==> src/rtl/hyperbus_master.sv <==
// HyperBus master: sends the 48-bit command/address, waits the initial access
// latency, then moves 16-bit words over the 8-bit DDR bus using a 4x system clock.
module hyperbus_master #(
  parameter int LATENCY    = 6,
  parameter int RD_TIMEOUT = 64
) (
  input  logic        CK,
  input  logic        RESET,
  input  logic        req_valid,
  output logic        req_ready,
  input  logic        req_rw,
  input  logic        req_as,
  input  logic [31:0] req_addr,
  input  logic [3:0]  req_len,
  input  logic [15:0] wr_data,
  input  logic        wr_valid,
  output logic        wr_ready,
  output logic [15:0] rd_data,
  output logic        rd_valid,
  output logic        done,
  output logic        err,
  output logic        hb_ck,
  output logic        hb_ckn,
  output logic        hb_csn,
  output logic        hb_resetn,
  output logic [7:0]  dq_out,
  output logic        dq_oe,
  input  logic [7:0]  dq_in,
  output logic        rwds_out,
  output logic        rwds_oe,
  input  logic        rwds_in
);

  typedef enum logic [2:0] {
    IDLE,
    CA,
    LAT,
    WDATA,
    RDATA,
    CSHI
  } state_t;

  localparam logic [15:0] LAT_1X  = 16'(4 * LATENCY);
  localparam logic [15:0] LAT_2X  = 16'(8 * LATENCY);
  localparam logic [15:0] TO_LAST = 16'(RD_TIMEOUT - 1);

  state_t      state;
  state_t      state_nx;
  logic [15:0] cnt;
  logic [15:0] to_cnt;
  logic        rw_q;
  logic        as_q;
  logic [31:0] addr_q;
  logic [3:0]  len_q;
  logic [3:0]  wcnt;
  logic        dbl_q;
  logic        ck_q;
  logic        rwds_prev;
  logic        lo_sel;
  logic [7:0]  hi_q;
  logic [15:0] wbuf;
  logic [15:0] rd_data_q;
  logic        rd_valid_q;
  logic        err_q;
  logic        hb_resetn_q;

  logic [47:0] ca;
  logic [47:0] ca_shift;
  logic [15:0] lat_len;
  logic        stall;
  logic        rwds_edge;
  logic        rd_last;
  logic        rd_timeout;
  logic        ck_run;

  // Linear burst; the device increments/wraps the address itself.
  assign ca         = {rw_q, as_q, 1'b1, addr_q[31:3], 13'd0, addr_q[2:0]};
  assign ca_shift   = ca << {cnt[3:1], 3'b000};
  assign lat_len    = dbl_q ? LAT_2X : LAT_1X;
  assign stall      = (state == WDATA) && (cnt == 16'd0) && !wr_valid;
  assign rwds_edge  = rwds_in ^ rwds_prev;
  assign rd_last    = (state == RDATA) && rwds_edge && lo_sel && (wcnt == len_q);
  assign rd_timeout = (state == RDATA) && !rwds_edge && (to_cnt == TO_LAST);
  // hb_ck toggles at the end of even cycles, so each edge lands mid-slot.
  assign ck_run     = (state inside {CA, LAT, WDATA, RDATA}) && !cnt[0] && !stall;

  // NOTE: clocked state uses non-blocking assignments so every register samples
  // pre-edge values regardless of process ordering.
  always_ff @(posedge CK) begin
    if (RESET) state <= IDLE;
    else       state <= state_nx;
  end

  always_comb begin
    // NOTE: default first so no path leaves state_nx unassigned (no latch).
    state_nx = state;
    unique case (state)
      IDLE:    if (req_valid) state_nx = CA;
      CA:      if (cnt == 16'd11) state_nx = (as_q && !rw_q) ? WDATA : LAT;
      LAT:     if (cnt == lat_len - 16'd1) state_nx = rw_q ? RDATA : WDATA;
      WDATA:   if (cnt == 16'd3 && wcnt == len_q) state_nx = CSHI;
      RDATA:   if (rd_last || rd_timeout) state_nx = CSHI;
      CSHI:    if (cnt == 16'd3) state_nx = IDLE;
      default: state_nx = IDLE;
    endcase
  end

  always_ff @(posedge CK) begin
    if (RESET) begin
      cnt         <= '0;
      to_cnt      <= '0;
      rw_q        <= 1'b0;
      as_q        <= 1'b0;
      addr_q      <= '0;
      len_q       <= '0;
      wcnt        <= '0;
      dbl_q       <= 1'b0;
      ck_q        <= 1'b0;
      rwds_prev   <= 1'b0;
      lo_sel      <= 1'b0;
      hi_q        <= '0;
      wbuf        <= '0;
      rd_data_q   <= '0;
      rd_valid_q  <= 1'b0;
      err_q       <= 1'b0;
      hb_resetn_q <= 1'b0;
    end else begin
      hb_resetn_q <= 1'b1;
      rwds_prev   <= rwds_in;
      rd_valid_q  <= 1'b0;

      if (state == IDLE && req_valid) begin
        rw_q   <= req_rw;
        as_q   <= req_as;
        addr_q <= req_addr;
        len_q  <= req_len;
        wcnt   <= '0;
        lo_sel <= 1'b0;
        dbl_q  <= 1'b0;
        err_q  <= 1'b0;
      end

      if (state_nx != state)                 cnt <= '0;
      else if (stall)                        cnt <= cnt;
      else if (state == WDATA && cnt == 16'd3) cnt <= '0;
      else                                   cnt <= cnt + 16'd1;

      if (state_nx == IDLE || state_nx == CSHI) ck_q <= 1'b0;
      else if (ck_run)                          ck_q <= ~ck_q;

      // Device requests doubled latency by driving RWDS high during CA.
      if (state == CA && cnt == 16'd5) dbl_q <= rwds_in;

      if (wr_ready) wbuf <= wr_data;
      if (state == WDATA && cnt == 16'd3) wcnt <= wcnt + 4'd1;

      if (state != RDATA)  to_cnt <= '0;
      else if (rwds_edge)  to_cnt <= 16'd1;
      else                 to_cnt <= to_cnt + 16'd1;

      if (state == RDATA && rwds_edge) begin
        if (!lo_sel) begin
          hi_q   <= dq_in;
          lo_sel <= 1'b1;
        end else begin
          rd_data_q  <= {hi_q, dq_in};
          rd_valid_q <= 1'b1;
          lo_sel     <= 1'b0;
          wcnt       <= wcnt + 4'd1;
        end
      end

      if (rd_timeout) err_q <= 1'b1;
    end
  end

  always_comb begin
    req_ready = 1'b0;
    wr_ready  = 1'b0;
    hb_csn    = 1'b1;
    dq_out    = 8'h00;
    dq_oe     = 1'b0;
    rwds_out  = 1'b0;
    rwds_oe   = 1'b0;
    done      = 1'b0;
    err       = 1'b0;
    unique case (state)
      IDLE: req_ready = !RESET;
      CA: begin
        hb_csn = 1'b0;
        dq_oe  = 1'b1;
        dq_out = ca_shift[47:40];
      end
      LAT: hb_csn = 1'b0;
      WDATA: begin
        hb_csn   = 1'b0;
        dq_oe    = 1'b1;
        rwds_oe  = 1'b1;
        wr_ready = (cnt == 16'd0) && wr_valid;
        // High byte goes out straight from the handshake cycle, then from wbuf.
        unique case (cnt[1:0])
          2'd0:    dq_out = wr_data[15:8];
          2'd1:    dq_out = wbuf[15:8];
          default: dq_out = wbuf[7:0];
        endcase
      end
      RDATA: hb_csn = 1'b0;
      CSHI: begin
        done = (cnt == 16'd0);
        err  = (cnt == 16'd0) && err_q;
      end
      default: ;
    endcase
  end

  assign hb_ck     = ck_q;
  assign hb_ckn    = ~ck_q;
  assign hb_resetn = hb_resetn_q;
  assign rd_data   = rd_data_q;
  assign rd_valid  = rd_valid_q;

endmodule

==> config.mk <==
export PLATFORM = sky130hd
export DESIGN_NAME = hyperbus_master
export DESIGN_NICKNAME = d
export VERILOG_FILES = /design/src/rtl/hyperbus_master.sv
export SDC_FILE = /design/constraint.sdc
export NUM_CORES = 1
export LEC_CHECK = 0
export ABC_AREA = 1
export ABC_CLOCK_PERIOD_IN_PS = 3450
export CORE_UTILIZATION = 50
export CTS_BUF_LIST = sky130_fd_sc_hd__clkbuf_2 sky130_fd_sc_hd__clkbuf_4 sky130_fd_sc_hd__clkbuf_8
export DETAILED_ROUTE_END_ITERATION = 6
export GPL_TIMING_DRIVEN = 0
export PLACE_DENSITY = 0.76
export SYNTH_ARGS = -nofsm -noshare
export SYNTH_HDL_FRONTEND = slang
export SYNTH_SLANG_ARGS = --single-unit
export TNS_END_PERCENT = 20
==> constraint.sdc <==
create_clock -name CK -period 3.45 [get_ports CK]
set_input_delay 0.69 -clock CK [delete_from_list [all_inputs] [get_ports CK]]
set_output_delay 0.69 -clock CK [all_outputs]
set_load 0.01 [all_outputs]
==> impl_metrics.json, run 1 <==
{
  "status": "completed",
  "comb_power_share": 0.113,
  "clock_skew_ns": 0.00996,
  "drt-total-wl_um": 14600,
  "clk_path_buf_depth": 2,
  "synth.cell_area_sq_um": 5830,
  "syn_nets": 871,
  "arrival_ns": 2.74,
  "drive_above_1_share": 0.111,
  "slew_headroom": 0.636,
  "async_reset_ff_frac": 0,
  "syn_inst": 799,
  "switchingPower_mw": 0.795,
  "clk-insertion-delay-late_ns": 0.45,
  "hpwlAfterDp_um": 10800,
  "place_congestion": 0.870,
  "die_h_um": 110,
  "path_clk_slew_ns": 0.07,
  "grt_pass1_vias": 4967,
  "powerDensity_nw_per_um2": 427,
  "required_ns": 2.76,
  "hold_path_class": "reg -> reg",
  "ys_warn_count": 0,
  "io_pins": 103,
  "postSynthAreaPerCell_sq_um": 7.30,
  "overflow": 0,
  "yosysUniqueCellTypes": 42,
  "internal_power_mw": 2.39,
  "track_usage": 0.258,
  "clockPowerShare": 0.417,
  "avgRoutedWirePerCell_um": 13.6,
  "fin_util": 0.657,
  "die_x_um": 110,
  "portBuffers": 101,
  "antenna_found_initial": 0,
  "htreeDepth": 4,
  "dp.cells": 1043,
  "grt_pass1_wl_um": 23400,
  "core_sq_um": 11400,
  "critPathCaptureType": "output port",
  "start_kind": "flop",
  "initialDrtViolationCount": 315,
  "max_cap_violations": 0,
  "cts.sinks": 124,
  "synth-edff-count": 0,
  "fin_crit_sh": 0.993,
  "path_class": "reg -> out",
  "avgViaCountPerCell": 5.17,
  "die_area_sq_um": 12100,
  "crit_fanout": 10,
  "final_cell_count_no_fill": 1073,
  "drtAntennaViolNets": 0,
  "seqPwrFrac": 0.470,
  "cts_tree": "built",
  "areaGrowthSynthToFinish_pct": 28.1,
  "cts_buffers": 17,
  "holdBufCountCts": 0,
  "placementRows": 39,
  "root_buffer": "clkbuf_8",
  "diodes": 0,
  "drc": 0,
  "synth-seq-cells": 124,
  "peakVddDrop_mv": 0.545,
  "synth_ff_type": "dfxtp_1",
  "start_util": 0.513,
  "regArea_sq_um": 2480,
  "rsz0062_at_grt": "yes",
  "grt_max_degree": 17,
  "max_freq_mhz": 292,
  "worstMarginPinSlew_ns": 0.546,
  "hold_viol": 0,
  "finalSetupViolCount": 0,
  "period_needed_ns": 3.43,
  "first_pass_iters": 5,
  "leakage_nw": 2.88,
  "nFillCells": 1001,
  "swShare": 0.249,
  "vias": 5546,
  "drv_slew": 0,
  "fin_nets": 991,
  "multi_input_area_sq_um": 2770,
  "yosysSeqAreaShare": 0.426
}
cells in the final DEF (no fill, tap or decap), types with 10 or more instances in the layout:
cell type,Yosys,routed
a21oi_1,76,76
clkbuf_1,20,17
clkbuf_8,0,19
clkdlybuf4s50_1,0,101
dfxtp_1,124,123
inv_1,105,104
inv_2,10,10
nand2_1,111,110
nand3_1,51,50
nor2_1,88,86
nor2_4,14,14
nor3_1,11,11
o21ai_0,84,84
final timing paths:
check	from	to	slack [ns]	depth (start not counted)
min	addr_q[30]$_SDFFE_PP0P_	addr_q[30]$_SDFFE_PP0P_	0.45	2
min reg2reg	addr_q[30]$_SDFFE_PP0P_	addr_q[30]$_SDFFE_PP0P_	0.45	2
max reg2reg	cnt[1]$_SDFFE_PP0N_	wbuf[12]$_SDFFE_PP0P_	1.25	11
max	cnt[1]$_SDFFE_PP0N_	wr_ready	0.02	11
worst max-delay path, cell delays in order, from the launching register on:
cell             delay [ns]
dfxtp_2                0.38
clkinvlp_4             0.11
ha_1                   0.15
clkbuf_4               0.20
inv_2                  0.11
nor2_2                 0.14
nand3_2                0.13
nor2_2                 0.16
nand2_2                0.13
inv_2                  0.10
buf_6                  0.14
clkdlybuf4s50_1        0.54
cell type report:
cell class | count | share of cell area
timing repair buffer | 104 | 0.138
tap | 143 | 0.0240
sequential | 124 | 0.333
inverter | 116 | 0.0590
clock buffer | 20 | 0.0360
clock inverter | 10 | 0.0189
multi-input combinational | 528 | 0.371
buffer | 28 | 0.0196
registers in the layout, indices dropped and copies added, names as in the netlist:
register   cells
rw_q           1
rwds_prev      1
addr_q        32
rd_data       16
to_cnt        16
as_q           1
hb_ck          1
hi_q           8
cnt           16
hb_resetn      1
err_q          1
wcnt           4
state          3
wbuf          16
lo_sel         1
dbl_q          1
rd_valid       1
len_q          4
per-stage QoR:
step / power, mW / setup slack (ns) / instance area [sq um] / hold slack [ns] / TNS, ns
finish: 3.19 / 0.0240 / 7460 / 0.451 / 0
global route: 3.31 / -0.0720 / 7460 / 0.460 / -0.0720
CTS: 3.20 / 0.00638 / 7460 / 0.450 / 0
detailed placement: 1.88 / -0.285 / 7020 / 0.440 / -1.22
global placement: 1.88 / -0.261 / 7020 / 0.430 / -1.19
floorplan: 1.71 / 0.828 / 5830 / 0.420 / 0
logic make-up after synthesis:
family          after synthesis  share of synthesized area
fa+ha+maj                     5                     0.0107
buf+inv                     147                      0.101
compound gates              190                      0.174
other cells                   1                   0.000643
flops                       124                      0.426
xor+xnor                     12                     0.0193
simple gates                320                      0.269
synth_stat cells, types with 2 or more instances:
master / count / area (sq um)
dfxtp_1: 124 / 2480
nand2_1: 111 / 417
inv_1: 105 / 394
nor2_1: 88 / 330
o21ai_0: 84 / 420
a21oi_1: 76 / 380
nand3_1: 51 / 255
clkbuf_1: 20 / 75.1
nor2_4: 14 / 158
nor3_1: 11 / 55.1
inv_2: 10 / 37.5
a31oi_1: 9 / 56.3
xor2_1: 9 / 78.8
o21ai_1: 8 / 40.0
nand2_2: 7 / 43.8
nand4_1: 7 / 43.8
or2_2: 7 / 43.8
nor2_2: 6 / 37.5
o221ai_1: 6 / 52.6
ha_1: 5 / 62.6
buf_1: 4 / 15.0
nor3b_1: 4 / 30.0
a32o_1: 3 / 30.0
nand3_2: 3 / 30.0
buf_2: 2 / 10.0
buf_6: 2 / 22.5
nand3_4: 2 / 35.0
nand4_2: 2 / 25.0
nor3_2: 2 / 20.0
nor4_1: 2 / 12.5
o21bai_1: 2 / 15.0
or2_1: 2 / 12.5
xnor2_1: 2 / 17.5
per-layer routing:
layer	GRT usage	vias up	wire, um
li1	-	2838	-
met2	0.399	172	6600
met4	0.141	0	485
met1	0.336	2495	6680
met5	0	-	0
met3	0.0517	41	815
repair_timing:
| item | in CTS | in global routing |
|---|---|---|
| resized for setup | 5 | 4 |
| pin swaps | 0 | 1 |
| buffers inserted | 3 | 0 |
| setup endpoints to repair | 11 | 4 |
power by group through the flow:
stage | registers [mW] | logic, mW | clock network, mW
final | 1.50 | 0.359 | 1.33
after detailed placement | 1.53 | 0.349 | 0
after global routing | 1.50 | 0.394 | 1.41
after floorplan | 1.52 | 0.190 | 0
after global placement | 1.53 | 0.347 | 0
after CTS | 1.50 | 0.355 | 1.35
Note: power is estimated with default switching activity, not from simulation.
==> inputs of run 2 (changes only) <==
- ABC_CLOCK_PERIOD_IN_PS: 3450 -> 3000
- CORE_MARGIN: not set -> 2
- CORE_UTILIZATION: 50 -> 49
- PLACE_DENSITY: 0.76 -> 0.78
- clock period: 3.45 -> 3 ns (I/O delays scaled with it)
==> run 2 against run 1 <==
Net effect: highest routed layer unchanged; core utilization decreased by 0.50 points; the run now ends with DRC, setup timing left; clock skew grew 0.0018 ns; cell area increased by 0.52%; power rose by 11%; critical path depth down 2; clock power up 6%; worst hold slack lost 0.0080 ns; first-iteration DRC count is 34% higher; register-to-register slack got worse by 0.41 ns.
==> impl_metrics.json, run 2 (synthesis gave the netlist of run 1 again) <==
{
  "place_congestion": 0.875,
  "drc": 1,
  "hpwlAfterDp_um": 10800,
  "fin_nets": 994,
  "vias": 5645,
  "nFillCells": 1007,
  "max_cap_violations": 0,
  "finalSetupViolCount": 2,
  "peakVddDrop_mv": 0.303,
  "drive_above_1_share": 0.120,
  "overflow": 0,
  "grt_max_degree": 17,
  "period_needed_ns": 3.09,
  "tns_ns": -0.118,
  "powerDensity_nw_per_um2": 473,
  "die_x_um": 113,
  "core_sq_um": 11500,
  "portBuffers": 101,
  "clk-insertion-delay-late_ns": 0.46,
  "regArea_sq_um": 2490,
  "holdBufCountCts": 0,
  "first_pass_iters": 7,
  "worstMarginPinSlew_ns": 0.559,
  "drv_slew": 0,
  "top_register": "addr_q",
  "layout_commonest_cell": "dfxtp_1",
  "fin_crit_sh": 1.03,
  "multi_input_area_sq_um": 2810,
  "cts.sinks": 124,
  "root_buffer": "clkbuf_8",
  "path_class": "reg -> out",
  "arrival_ns": 2.49,
  "avgViaCountPerCell": 5.25,
  "drtAntennaViolNets": 0,
  "areaGrowthSynthToFinish_pct": 28.7,
  "grt_pass1_vias": 5120,
  "layout_common_cells": "dfxtp_1 (122), nand2_1 (110), inv_1 (104)",
  "start_util": 0.506,
  "antenna_found_initial": 0,
  "clk_path_buf_depth": 2,
  "required_ns": 2.40,
  "start_kind": "flop",
  "grt_pass1_wl_um": 24100,
  "avgRoutedWirePerCell_um": 13.7,
  "die_h_um": 113,
  "io_pins": 103,
  "rsz0062_at_grt": "yes",
  "status": "finished, violations left",
  "layout_setup_ws_ns": -0.0948,
  "track_usage": 0.239,
  "hold_viol": 0,
  "clock_skew_ns": 0.0118,
  "slew_headroom": 0.627,
  "initialDrtViolationCount": 423,
  "max_freq_mhz": 323,
  "p_total_mw": 3.55,
  "cts_tree": "built",
  "placementRows": 39,
  "drt-total-wl_um": 14700,
  "crit_fanout": 11,
  "cts_buffers": 17,
  "die_area_sq_um": 12800,
  "path_clk_slew_ns": 0.08,
  "leakage_nw": 2.95,
  "violations": "DRC, setup timing",
  "largest_reg_flops": 32,
  "htreeDepth": 4,
  "hold_path_class": "reg -> reg",
  "diodes": 0,
  "critPathCaptureType": "output port"
}
run 2: cell types whose count changed in the layout (fill, tap and decap cells not counted), sizes merged, moves of 2 or more:
cell | before | now
buf | 13 | 15
bufinv | 3 | 1
clkbuf | 38 | 41
clkdlybuf4s15 | 0 | 2
clkdlybuf4s50 | 101 | 91
dlygate4sd2 | 0 | 5
dlymetal6s2s | 0 | 2
run 2: layout make-up:
class,instances,area share
Buffer,30,0.0228
Clock buffer,21,0.0385
Clock inverter,9,0.0118
Inverter,116,0.0589
Multi-Input combinational cell,528,0.375
Sequential cell,124,0.331
Tap cell,143,0.0238
Timing Repair Buffer,105,0.138
run 2: power by group:
group | switching, mW | internal [mW]
Clock | 0.673 | 0.734
Sequential | 0.0258 | 1.70
Combinational | 0.230 | 0.190
run 2: critical path, cell delays in order (launching register included):
cell	delay (ns)
dfxtp_4	0.39
inv_4	0.06
clkbuf_8	0.16
ha_1	0.19
clkbuf_8	0.17
inv_4	0.11
nand3_1	0.11
a31oi_2	0.18
or2_2	0.15
clkdlybuf4s50_1	0.52
run 2: path summary, 6_finish.rpt:
check	startpoint	to	slack (ns)	depth (start not counted)
worst max register to register	cnt[1]$_SDFFE_PP0N_	hb_ck$_SDFFE_PP0P_	0.84	16
worst min-delay path	addr_q[15]$_SDFFE_PP0P_	addr_q[15]$_SDFFE_PP0P_	0.44	2
worst max-delay path	cnt[1]$_SDFFE_PP0N_	dq_out[7]	-0.09	9
worst min register to register	addr_q[15]$_SDFFE_PP0P_	addr_q[15]$_SDFFE_PP0P_	0.44	2
run 2: through the flow:
stage,setup slack [ns],hold WS [ns],utilization,std cells,instance area (sq um)
2_1_floorplan,0.468,0.420,-,799,5830
3_3_place_gp,-0.608,0.431,0.610,1043,7020
3_5_place_dp,-0.625,0.434,0.610,1043,7020
4_1_cts,-0.129,0.445,0.648,1074,7460
5_1_grt,-0.167,0.462,0.652,1076,7500
6_report,-0.0948,0.443,0.652,1076,7500
run 2: metal layers:
layer,up-vias,share of wire,global-route usage
li1,2843,-,-
met5,-,0,0
met1,2572,0.45,0.311
met2,212,0.47,0.387
met3,18,0.067,0.0584
met4,0,0.014,0.0862
run 2: timing repair:
action / in CTS / in global routing
endpoints found under the setup margin: 11 / 6
pin swaps: 1 / 3
buffers inserted: 2 / 2
gates resized for setup: 29 / 12
==> inputs of run 3 (changes only) <==
- CTS_CLUSTER_DIAMETER: not set -> 60
- RECOVER_POWER: not set -> 25
- SKIP_LAST_GASP: not set -> 1
==> run 3 against run 2 <==
Net effect: the run still ends with DRC, setup timing left; sequential cell count did not move; worst hold slack barely moved; critical path depth did not move; combinational power barely moved; first-iteration DRC count fell by 12%; die area did not move; final cell count barely moved; sequential share of layout area barely moved; core utilization fell by 0.065 points; setup slack got worse by 0.028 ns; largest power group unchanged.
==> impl_metrics.json, run 3 (synthesis gave the netlist of run 1 again) <==
{
  "status": "finished, violations left",
  "violations": "DRC, setup timing",
  "final_cell_area_sq_um": 7500,
  "fin_nets": 993,
  "die_h_um": 113,
  "max_freq_mhz": 320,
  "antenna_found_initial": 0,
  "htreeDepth": 4,
  "die_area_sq_um": 12800,
  "initialDrtViolationCount": 371,
  "peakVddDrop_mv": 0.299,
  "drive_above_1_share": 0.114,
  "cts_buffers": 17,
  "slew_headroom": 0.566,
  "p_total_mw": 3.55,
  "layout_commonest_cell": "dfxtp_1",
  "period_needed_ns": 3.12,
  "nFillCells": 1008,
  "drc": 1,
  "crit_fanout": 11,
  "drv_slew": 0,
  "hpwlAfterDp_um": 10800,
  "layout_setup_ws_ns": -0.123,
  "track_usage": 0.238,
  "critPathCaptureType": "output port",
  "reg2regPathDepth": 17,
  "clock_skew_ns": 0.0134,
  "seqPwrFrac": 0.485,
  "cts.sinks": 124,
  "drt-total-wl_um": 14700,
  "root_buffer": "clkbuf_8",
  "worstMarginPinSlew_ns": 0.649,
  "overflow": 0,
  "hold_path_class": "reg -> reg",
  "swShare": 0.262,
  "grt_max_degree": 17,
  "internal_power_mw": 2.62,
  "io_pins": 103,
  "die_x_um": 113,
  "arrival_ns": 2.52,
  "clk_path_buf_depth": 2,
  "start_kind": "flop",
  "crit-reg2reg-launch": "cnt[1]$_SDFFE_PP0N_",
  "powerDensity_nw_per_um2": 473,
  "path_clk_slew_ns": 0.08,
  "crit_start": "cnt[1]$_SDFFE_PP0N_",
  "diodes": 0,
  "first_pass_iters": 7,
  "max_cap_violations": 0,
  "clk-insertion-delay-late_ns": 0.46,
  "dpl_cell_area_sq_um": 7020,
  "areaGrowthSynthToFinish_pct": 28.6,
  "cp-endpoint": "done",
  "cts_tree": "built",
  "fin_crit_sh": 1.04,
  "hold_viol": 0,
  "start_util": 0.506,
  "grt_pass1_wl_um": 24000,
  "avgViaCountPerCell": 5.23,
  "drtAntennaViolNets": 0,
  "avgRoutedWirePerCell_um": 13.6,
  "finalSetupViolCount": 8,
  "clockPowerShare": 0.397,
  "dp_slack_ns": -0.625,
  "grt_pass1_vias": 5100,
  "core_sq_um": 11500,
  "whs_ns": 0.443,
  "placementRows": 39,
  "tns_ns": -0.669,
  "r2r-end": "hb_ck$_SDFFE_PP0P_",
  "leakage_nw": 2.98,
  "top_register": "addr_q",
  "vias": 5622,
  "rsz0062_at_grt": "yes",
  "switchingPower_mw": 0.930,
  "comb_power_share": 0.118,
  "place_congestion": 0.875,
  "path_class": "reg -> out",
  "layout_common_cells": "dfxtp_1 (123), nand2_1 (111), inv_1 (104)",
  "r2r_slack_ns": 0.68,
  "largest_reg_flops": 32,
  "portBuffers": 101,
  "required_ns": 2.40
}
## run 3: how the worst min path moves through the flow
stage,cells past startpoint,startpoint,slack (ns),to
floorplan,2,addr_q[15]$_SDFFE_PP0P_,0.42,addr_q[15]$_SDFFE_PP0P_
global placement,2,addr_q[15]$_SDFFE_PP0P_,0.43,addr_q[15]$_SDFFE_PP0P_
detailed placement,2,addr_q[15]$_SDFFE_PP0P_,0.43,addr_q[15]$_SDFFE_PP0P_
CTS,2,addr_q[15]$_SDFFE_PP0P_,0.45,addr_q[15]$_SDFFE_PP0P_
global route,2,addr_q[15]$_SDFFE_PP0P_,0.46,addr_q[15]$_SDFFE_PP0P_
finish,2,addr_q[15]$_SDFFE_PP0P_,0.44,addr_q[15]$_SDFFE_PP0P_
## run 3: power groups by stage
stage | Clock (mW) | Combinational, mW | Sequential [mW]
6_report | 1.41 | 0.417 | 1.72
5_1_grt | 1.50 | 0.458 | 1.73
4_1_cts | 1.42 | 0.410 | 1.72
3_5_place_dp | 0 | 0.401 | 1.76
3_3_place_gp | 0 | 0.398 | 1.76
2_1_floorplan | 0 | 0.219 | 1.75
## run 3: layout make-up
type / instances / area (sq um) / area share
Timing Repair Buffer: 104 / 1040 / 0.138
Multi-Input combinational cell: 528 / 2810 / 0.374
Inverter: 116 / 439 / 0.0586
Clock buffer: 21 / 289 / 0.0386
Clock inverter: 9 / 88.8 / 0.0119
Buffer: 30 / 171 / 0.0229
Sequential cell: 124 / 2490 / 0.332
Tap cell: 143 / 179 / 0.0239
## run 3: worst max-delay path, cell delays in order, from the launching register on
cell	delay [ns]
dfxtp_4	0.38
inv_2	0.11
clkbuf_8	0.18
ha_1	0.18
buf_6	0.15
inv_4	0.07
nor2_2	0.13
nand3_2	0.15
nor2_2	0.16
clkdlybuf4s50_1	0.56
## run 3: stage by stage
| step | instances | util |
|---|---|---|
| after floorplan | 799 | - |
| after global placement | 1043 | 0.610 |
| after detailed placement | 1043 | 0.610 |
| after CTS | 1074 | 0.647 |
| after global routing | 1075 | 0.651 |
| final | 1075 | 0.651 |
## run 3: routing by layer
layer  vias up  global-route usage  wire, um
met5         -                   0         0
met4         0              0.0846       210
met3        23              0.0584       915
met2       186               0.387      6870
met1      2578               0.308      6650
li1       2835                   -         -
## run 3: repair_timing
action	in CTS	in global routing
hold buffers	0	0
buffers inserted	2	1
pin swaps	1	4
hold endpoints to repair	0	0
resized for setup	15	17
endpoints found under the setup margin	11	11
